`config.mk`:
```
export PLATFORM = sky130hd
export DESIGN_NAME = pipe_reg_usage_decoder
export DESIGN_NICKNAME = d
export VERILOG_FILES = /design/src/rtl/pipe_reg_usage_decoder.sv
export SDC_FILE = /design/constraint.sdc
export NUM_CORES = 1
export LEC_CHECK = 0
export ABC_AREA = 0
export CAP_MARGIN = 20
export CORE_ASPECT_RATIO = 0.9
export CORE_UTILIZATION = 36
export CTS_CLUSTER_DIAMETER = 80
export CTS_CLUSTER_SIZE = 30
export DETAILED_ROUTE_END_ITERATION = 10
export MAX_ROUTING_LAYER = met4
export PLACE_DENSITY = 0.79
export SETUP_SLACK_MARGIN = 0.02
export SLEW_MARGIN = 40
export SYNTH_ARGS = -nofsm -noshare
export SYNTH_HDL_FRONTEND = slang
export SYNTH_SLANG_ARGS = --single-unit
```
`constraint.sdc`:
```
create_clock -name clk -period 3.47 [get_ports clk]
set_input_delay 0.694 -clock clk [delete_from_list [all_inputs] [get_ports clk]]
set_output_delay 0.694 -clock clk [all_outputs]
set_load 0.01 [all_outputs]
```
`src/rtl/pipe_reg_usage_decoder.sv`:
```
// Register-usage decoder for the 5-stage MIPS pipeline: ID source-read enables plus
// a shadow pipeline of EXE/MEM/WB instruction words decoded into destinations and write enables.
module pipe_reg_usage_decoder #(
    parameter logic [4:0] RA_REG = 5'd31
) (
    input  logic        clk,
    input  logic        rst,
    input  logic [31:0] instr_id,
    input  logic        stall,
    input  logic        flush,
    output logic        re1_id,
    output logic        re2_id,
    output logic [4:0]  ws_exe,
    output logic        we_exe,
    output logic        we_bypass_exe,
    output logic        we_stall_exe,
    output logic [4:0]  ws_mem,
    output logic        we_mem,
    output logic [4:0]  ws_wb,
    output logic        we_wb,
    output logic [31:0] instr_exe,
    output logic [31:0] instr_mem,
    output logic [31:0] instr_wb
);

    localparam logic [5:0] OP_RTYPE = 6'b000000;
    localparam logic [5:0] OP_J     = 6'b000010;
    localparam logic [5:0] OP_JAL   = 6'b000011;
    localparam logic [5:0] OP_BEQ   = 6'b000100;
    localparam logic [5:0] OP_BNE   = 6'b000101;
    localparam logic [5:0] OP_ADDI  = 6'b001000;
    localparam logic [5:0] OP_SLTI  = 6'b001010;
    localparam logic [5:0] OP_ANDI  = 6'b001100;
    localparam logic [5:0] OP_ORI   = 6'b001101;
    localparam logic [5:0] OP_LW    = 6'b100011;
    localparam logic [5:0] OP_SW    = 6'b101011;
    localparam logic [5:0] FN_JR    = 6'b001000;

    // alu_wr results can be forwarded out of EXE; late_wr results (lw, jal) cannot.
    typedef struct packed {
        logic [4:0] ws;
        logic       alu_wr;
        logic       late_wr;
    } dest_t;

    function automatic dest_t decode_dest(input logic [31:0] instr);
        dest_t d;
        d = '0;
        case (instr[31:26])
            OP_RTYPE: begin
                if (instr[5:0] != FN_JR) begin
                    d.ws     = instr[15:11];
                    d.alu_wr = 1'b1;
                end
            end
            OP_ADDI, OP_SLTI, OP_ANDI, OP_ORI: begin
                d.ws     = instr[20:16];
                d.alu_wr = 1'b1;
            end
            OP_LW: begin
                d.ws      = instr[20:16];
                d.late_wr = 1'b1;
            end
            OP_JAL: begin
                d.ws      = RA_REG;
                d.late_wr = 1'b1;
            end
            default: d = '0;
        endcase
        // $0 is hardwired, so writing it is never a real write
        if (d.ws == 5'd0) begin
            d.alu_wr  = 1'b0;
            d.late_wr = 1'b0;
        end
        return d;
    endfunction

    always_comb begin
        re1_id = 1'b0;
        re2_id = 1'b0;
        case (instr_id[31:26])
            OP_RTYPE, OP_SW, OP_BEQ, OP_BNE: begin
                re1_id = 1'b1;
                re2_id = 1'b1;
            end
            OP_ADDI, OP_SLTI, OP_ANDI, OP_ORI, OP_LW: re1_id = 1'b1;
            OP_J, OP_JAL: begin
                re1_id = 1'b0;
                re2_id = 1'b0;
            end
            default: begin
                re1_id = 1'b0;
                re2_id = 1'b0;
            end
        endcase
    end

    // A zero word is a nop, so bubbles and reset both leave the stage writing nothing.
    always_ff @(posedge clk or posedge rst) begin
        if (rst) begin
            instr_exe <= '0;
            instr_mem <= '0;
            instr_wb  <= '0;
        end else begin
            instr_exe <= (stall | flush) ? 32'd0 : instr_id;
            instr_mem <= instr_exe;
            instr_wb  <= instr_mem;
        end
    end

    dest_t d_exe, d_mem, d_wb;

    always_comb begin
        d_exe = decode_dest(instr_exe);
        d_mem = decode_dest(instr_mem);
        d_wb  = decode_dest(instr_wb);
    end

    assign ws_exe        = d_exe.ws;
    assign we_bypass_exe = d_exe.alu_wr;
    assign we_stall_exe  = d_exe.late_wr;
    assign we_exe        = d_exe.alu_wr | d_exe.late_wr;
    assign ws_mem        = d_mem.ws;
    assign we_mem        = d_mem.alu_wr | d_mem.late_wr;
    assign ws_wb         = d_wb.ws;
    assign we_wb         = d_wb.alu_wr | d_wb.late_wr;

endmodule

```
# == After elaboration in Yosys (flattened, before gate mapping) ==
# Index checks and enable logic that the tools add are counted.
# op_classes
n_reduce_logical,18
bitwise,4
eq_ne,29
muxes,18
# op_table
operator,n
$eq 6x4->1 const B,16
$pmux 5 s3,3
$mux 32,1
$eq 6x6->1 const B,5
$logic_not 6->1,4
$eq 6x2->1 const B,3
$mux 6,3
$ne 6x4->1 const B,3
$reduce_or 4->1,4
$logic_not 5->1,3
$reduce_or 5->1,3
$eq 6x3->1 const B,2
$reduce_or 9->1,1
$mux 2,3
$pmux 1 s2,3
$reduce_or 2->1,3
$mux 1,5
$or 1x1->1,4
# word_totals
wordCells,72
regBits,96
input_bits,36
output_inout_bits,118

# == Logic depth before layout (Yosys ltp) ==
# Gate-level depths: netlist of run 1.
# depth
word_depth,6
depth_mapped,5
depth_no_buf,5

# == Worst setup path after synthesis of run 1 ==
# Ideal clock, no wire load.
# synth_timing
path_kind,reg-to-output
start,register instr_exe[27]
end,output we_bypass_exe
n_path_buf,0
arrival_ps,1966
required_time_ps,2776
setup_slack_ps,810
stages_incl_launch_ff,6
cell_sequence,dfrtp_1 or4_1 a211oi_2 a221o_2 nor4_2 a211oi_1
# synth_via
elab_chain_cells,5
word_cells_on_any_way,13
classes_between,eq/ne (6); mux (3); reduce/logical (4)
# synth_lines
item,line,source
"start, declared",21,"output logic [31:0] instr_exe,"
"start signal, assigned",105,instr_exe <= (stall | flush) ? 32'd0 : instr_id;
$eq 6x6->1 / $eq 6x4->1 (equally long branches),49,case (instr[31:26])
$reduce_or 5->1 (no source line),n/a,
$pmux 5 s3 (*),49,
named net ws_exe[0],13,"output logic [4:0] ws_exe,"
$logic_not 5->1 (*),71,if (d.ws == 5'd0) begin
$mux 2 (*),71,
"end, declared",15,"output logic we_bypass_exe,"
# The timed path passes the listed nets; every way through them passes the cells marked *.

# == Final worst setup path of run 1 ==
# layout_timing
start,register instr_wb[2]
end,output we_wb
# layout_via
elab_chain_cells,6
word_cells_on_any_way,7
classes_between,eq/ne (1); mux (4); bitwise (1); reduce/logical (1)
# layout_lines
item,line,source
"start, declared",23,output logic [31:0] instr_wb
"start signal, assigned",107,instr_wb <= instr_mem;
$ne 6x4->1 (*),51,if (instr[5:0] != FN_JR) begin
$mux 6 (*),51,
$pmux 5 s3,49,
$logic_not 5->1,71,
$mux 2 (*),71,
$or 1x1->1 (*),126,assign we_wb = d_wb.alu_wr | d_wb.late_wr;
"end, declared",20,"output logic we_wb,"
# Every way passes the cells marked *; elsewhere a longest branch is shown, timed or not.

==> run_results.csv, run 1 <==
group,metric,value,unit
synth,yosysTopAreaCell,"dfrtp_1",
die,dieHeight,92.7,µm
timing,setup-violations-final,0,
place,place_area,0.00499,mm²
drt,dr.first_iter.drc_count,51,
critical_path,cp_data_arrival_time,2.64,ns
clock_tree,clk_path_buf_depth,2,
critical_path,end_kind,"primary output",
clock_tree,clock-sinks,96,
synth,synth-seq-cells,96,
synth,synth_nets,257,
synth,synth_flop_cell,"dfrtp_1",
power,sw_frac_of_total,23.9,%
final_layout,stdcell_area,0.00524,mm²
final_layout,area_growth,59.1,%
critical_path,crit_required,2.78,ns
clock_tree,holdBufCountCts,0,
grt,grt_pass1_wl,12500,µm
run_status,status,"complete, no violations",
power,p_leak,2.31,nW
critical_path,reg2reg_depth,0,
timing,tightestPinTransition,0.603,ns
die,ioPinCount,154,
die,fp.coreArea,0.00873,mm²
synth,synth_cell_types,44,
clock_tree,cts.htree.levels,3,
critical_path,max_stage_delay,0.62,ns
die,start_util,37.7,%
die,chipWidth,103,µm
timing,hold_viol,0,
critical_path,critPathSlowestCell,"or4b_1",
timing,fin_skew,0.0110,ns
clock_tree,cts.root.buffer_cell,"clkbuf_8",
place,portBuffers,153,
critical_path,critical_path_class,"flop to primary output",
grt,grtUsageTotal,18.0,%
clock_tree,clk_pin_slew_worst_paths,0.09,ns
timing,final_max_slew_viol_count,0,
power,irDropWorstVdd,0.000186,V
hold_path,hold_depth,0,
timing,maxSlewHeadroom,59.5,%
critical_path,start_kind,"flop",
synth,yosys_warnings,0,
clock_tree,numCtsBuffers,9,
drt,viasPerCell,4.85,
synth,syn_area,0.00329,mm²
synth,avgSynthCellArea,14.9,µm²
synth,netlist_instances,221,
grt,grt-ovfl-total,0,
drt,wl_per_cell,15.5,µm
die,dieArea,0.00953,mm²
synth,synthTopCellsByCount,"96 x dfrtp_1, 32 x and2_1, 10 x inv_1",
synth,synthTopCellsByArea,"dfrtp_1 73%, and2_1 6.1%, a221o_2 1.4%",
timing,min_period,3.34,ns
clock_tree,post_cts_buffers,0,
final_layout,nNetsFinal,419,
timing,fmax,0.300,GHz
drt,dr.pass1.iters,4,
critical_path,critical_path.cell_chain,"or4b_1 -> o211ai_1 -> o32ai_1 -> nor4_1 -> nand2b_1 -> clkdlybuf4s50_1",
place,dp_cells,491,
drt,vias,2459,
timing,finalCritPeriodShare,96.2,%
timing,final.setup.tns,0,ns
grt,grt_max_degree,51,
grt,antenna_found_initial,0,
power,seqPwrFrac,54.0,%
place,post-dp-hpwl,6090,µm
power,p_per_area,424,mW/mm²
hold_path,min_path_type,"flop to flop",
final_layout,n_antenna_cell,0,
timing,rsz0062_at_grt,"false",
run,maxCapViolCount,0,
critical_path,path_max_fanout,3,
synth,async_reset_ff_share,100,%
power,power_frac_comb,13.3,%
place,gp_congestion,0.855,
drt,drc,0,
final_layout,fill_cells,738,
synth,synth-edff-count,0,
drt,wirelength,7850,µm
power,finalPower,2.22,mW
synth,yosysSeqAreaShare,72.9,%
synth,netlist.area_leader.share,72.9,%
synth,yosysMostFrequentCell,"dfrtp_1",
power,p_int,1.69,mW
clock_tree,cts_tree,"built",
final_layout,layout.cells.non_filler,507,
power,p_sw,0.530,mW
grt,grt_pass1_vias,2442,
clock_tree,clk_latency,0.35,ns
power,pwr-share-clk,32.7,%
final_layout,drive_gt1_share,9.28,%
die,rows,32,
drt,drtAntennaViolNets,0,
==> kinds of logic after synthesis <==
logic type	share of synthesized area, %
flip-flops	72.9
buffers and inverters	1.48
AND/OR/NAND/NOR	15.2
multiplexers	0.950
AO/OA/AOI/OAI	9.42
==> worst max-delay path: cells and delay by family, from the launching register on <==
| family | cells | cell delay, ns |
|---|---|---|
| AOI/OAI and AO/OA | 2 | 0.46 |
| and+or+nand+nor | 3 | 0.99 |
| DFF | 1 | 0.38 |
| buffers and inverters | 1 | 0.47 |
==> power groups by stage <==
stage	clock, mW	sequential, mW	combinational, mW
after floorplan	0	1.23	0.0902
after global placement	0	1.22	0.290
after detailed placement	0	1.22	0.296
after CTS	0.756	1.20	0.299
after global routing	0.800	1.21	0.320
final	0.726	1.20	0.296
==> layer usage <==
| layer | vias up | part of all wire, % | track usage [%] |
|---|---|---|---|
| met5 | - | 0 | - |
| li1 | 1123 | - | - |
| met2 | 117 | 49 | 27.7 |
| met1 | 1189 | 41 | 22.2 |
| met4 | 0 | 4.1 | 9.74 |
| met3 | 30 | 6.1 | 3.62 |
==> metrics by stage <==
step / hold slack [ns] / worst slack [ns] / util (%)
after floorplan: 0.416 / 0.271 / -
after global placement: 0.357 / 0.355 / 57.1
after detailed placement: 0.358 / 0.297 / 57.2
after CTS: 0.381 / 0.00175 / 59.8
after global routing: 0.396 / 0.0314 / 60.0
final: 0.378 / 0.132 / 60.0
==> sequential cells by signal, indices dropped and copies added, names as in the netlist <==
| register | cells |
|---|---|
| instr_wb | 32 |
| instr_mem | 32 |
| instr_exe | 32 |
==> area by class of cell <==
| cell class | count | area (µm²) | area share, % |
|---|---|---|---|
| flip-flops and latches | 96 | 2400 | 45.9 |
| repair buffers | 154 | 1550 | 29.7 |
| multi-input cells | 112 | 888 | 17.0 |
| well taps | 119 | 149 | 2.84 |
| clock buffers | 11 | 141 | 2.70 |
| clock inverters | 5 | 63.8 | 1.22 |
| inverters | 10 | 40.0 | 0.764 |
==> final timing paths <==
kind                               start       endpoint  slack, ns
min in group asynchronous            rst   instr_wb[10]       0.75
min                        instr_exe[23]  instr_mem[23]       0.38
max                          instr_wb[2]          we_wb       0.13
min reg2reg                instr_exe[23]  instr_mem[23]       0.38
max in group asynchronous            rst  instr_exe[27]       2.05
max reg2reg                instr_mem[27]   instr_wb[27]       2.84
==> layout by cell type, fill, tap and decap left out, types with 2 or more instances in the layout <==
cell type and n:
o2111ai_1 2, nor2b_1 3, clkinv_4 2, dlymetal6s2s_1 2, a31oi_1 4, nor3b_1 2, clkdlybuf4s50_1 149, nor4b_4 2
and2_1 32, a211oi_1 2, or4_1 3, a221o_1 3, nor2_1 6, or2_2 4, nand3_1 3, inv_1 9
o311ai_0 2, nand2_1 3, a21oi_1 3, dfrtp_1 96, clkbuf_8 10, and4bb_1 2, a221o_2 4, o32ai_1 3
mux2i_1 2, dlygate4sd2_1 2, or4b_1 2, nor4_1 2
==> timing repair <==
action / CTS / global route
endpoints found under the setup margin: 4 / 2
pin swaps: 1 / 4
resized for setup: 5 / 4
No activity file was read; power rests on OpenSTA's default activity.
==> run 2: changes to the inputs <==
--- a/config.mk
+++ b/config.mk
@@ -8,6 +8,7 @@
 export ABC_AREA = 0
 export CAP_MARGIN = 20
 export CORE_ASPECT_RATIO = 0.9
+export CORE_MARGIN = 3
 export CORE_UTILIZATION = 36
 export CTS_CLUSTER_DIAMETER = 80
 export CTS_CLUSTER_SIZE = 30
==> run_results.csv, run 2 (synthesized netlist as in run 1, its figures left out) <==
group,metric,value,unit
die,dieArea,0.0103,mm²
drt,dr.first_iter.drc_count,71,
place,portBuffers,153,
power,p_leak,2.32,nW
clock_tree,clk_path_buf_depth,2,
place,gp_congestion,0.848,
hold_path,min_path_type,"flop to flop",
drt,drtAntennaViolNets,0,
clock_tree,clk_latency,0.35,ns
final_layout,top_regs,"instr_exe x32, instr_mem x32, instr_wb x32",
timing,rsz0062_at_grt,"false",
critical_path,start_kind,"flop",
drt,wirelength,8490,µm
power,p_per_area,421,mW/mm²
timing,setup-violations-final,0,
final_layout,n_antenna_cell,0,
timing,fin_skew,0.0110,ns
timing,fmax,0.306,GHz
critical_path,worst-path-buf-inv,1,
timing,min_period,3.27,ns
clock_tree,cts.root.buffer_cell,"clkbuf_8",
timing,tightestPinTransition,0.608,ns
final_layout,drive_gt1_share,11.3,%
drt,drc,0,
drt,viasPerCell,4.88,
timing,hold_slack,0.380,ns
clock_tree,clock-sinks,96,
critical_path,crit_family,"simple AND/OR/NAND/NOR gates",
grt,grtUsageTotal,16.9,%
critical_path,crit_required,2.78,ns
grt,grt-ovfl-total,0,
die,start_util,37.7,%
timing,final_max_slew_viol_count,0,
run_status,status,"complete, no violations",
die,rows,32,
drt,wl_per_cell,16.7,µm
final_layout,layout_common_cells,"149 x clkdlybuf4s50_1, 92 x dfrtp_1, 32 x and2_1, 9 x inv_1, 9 x clkbuf_8",
run,maxCapViolCount,0,
timing,maxSlewHeadroom,59.4,%
power,irDropWorstVdd,0.000209,V
critical_path,cp_data_arrival_time,2.58,ns
clock_tree,numCtsBuffers,9,
die,ioPinCount,154,
timing,hold_viol,0,
clock_tree,cts_tree,"built",
final_layout,mostFrequentLayoutCell,"clkdlybuf4s50_1",
clock_tree,clk_pin_slew_worst_paths,0.09,ns
timing,final.setup.tns,0,ns
grt,grt_pass1_vias,2532,
drt,dr.pass1.iters,4,
grt,antenna_found_initial,0,
drt,vias,2479,
critical_path,max_stage_delay,0.56,ns
final_layout,area_growth,59.6,%
critical_path,critical_path.cell_chain,"or4b_4 -> o211ai_1 -> o32ai_1 -> nor4_1 -> nand2b_1 -> clkdlybuf4s50_1",
clock_tree,cts.htree.levels,3,
critical_path,critical_path_class,"flop to primary output",
timing,finalCritPeriodShare,94.3,%
critical_path,end_kind,"primary output",
critical_path,critPathSlowestCell,"or4b_4",
grt,grt_max_degree,51,
grt,grt_pass1_wl,13300,µm
final_layout,ff_latch_area,0.00241,mm²
final_layout,nNetsFinal,421,
die,dieHeight,96.7,µm
die,chipWidth,107,µm
final_layout,multiInputGateArea,898,µm²
critical_path,path_max_fanout,3,
die,fp.coreArea,0.00873,mm²
final_layout,fill_cells,720,
place,post-dp-hpwl,6490,µm
## run 2: final timing paths
path / slack [ns] / end / cells past startpoint / from
worst max-delay path: 0.20 / we_wb / 6 / instr_wb[2]
worst min-delay path: 0.38 / instr_mem[25] / 0 / instr_exe[25]
worst max register to register: 2.83 / instr_mem[26] / 1 / instr_exe[26]
worst min register to register: 0.38 / instr_mem[25] / 0 / instr_exe[25]
max in group asynchronous: 2.02 / instr_wb[14] / 3 / rst
min in group asynchronous: 0.78 / instr_wb[0] / 2 / rst
## run 2: final cells by class
class,count,area share [%]
Sequential cell,96,45.8
Timing Repair Buffer,156,29.8
Multi-Input combinational cell,112,17.1
Tap cell,119,2.83
Clock buffer,9,2.36
Clock inverter,6,1.31
Inverter,10,0.762
## run 2: stage by stage
| stage | instance area [µm²] | setup slack (ns) | cells | power (mW) | util, % |
|---|---|---|---|---|---|
| after global placement | 4990 | 0.295 | 492 | 1.51 | 57.2 |
| after global routing | 5260 | 0.0528 | 508 | 2.31 | 60.2 |
| after detailed placement | 5000 | 0.251 | 492 | 1.52 | 57.3 |
| final | 5260 | 0.197 | 508 | 2.21 | 60.2 |
| after CTS | 5220 | 0.0253 | 507 | 2.24 | 59.8 |
| after floorplan | 3290 | 0.271 | 221 | 1.32 | - |
## run 2: repair_timing
action | CTS | global route
hold buffers | 0 | 0
pin swaps | 2 | 4
resized for setup | 6 | 11
endpoints found under the setup margin | 4 | 3
setup buffers | 0 | 1
## run 2: per-layer routing
| metal | vias to the layer above | GRT usage, % | share of wire, % |
|---|---|---|---|
| li1 | 1125 | - | - |
| met1 | 1233 | 20.8 | 42 |
| met2 | 110 | 28.0 | 51 |
| met3 | 11 | 2.67 | 6.0 |
| met4 | 0 | 6.49 | 1.3 |
| met5 | - | - | 0 |
## run 2: where the power goes
group | leakage (nW) | internal (mW) | total, mW | switching, mW
Clock | 0.0961 | 0.334 | 0.710 | 0.376
Combinational | 0.937 | 0.174 | 0.302 | 0.128
Sequential | 1.29 | 1.16 | 1.20 | 0.0385
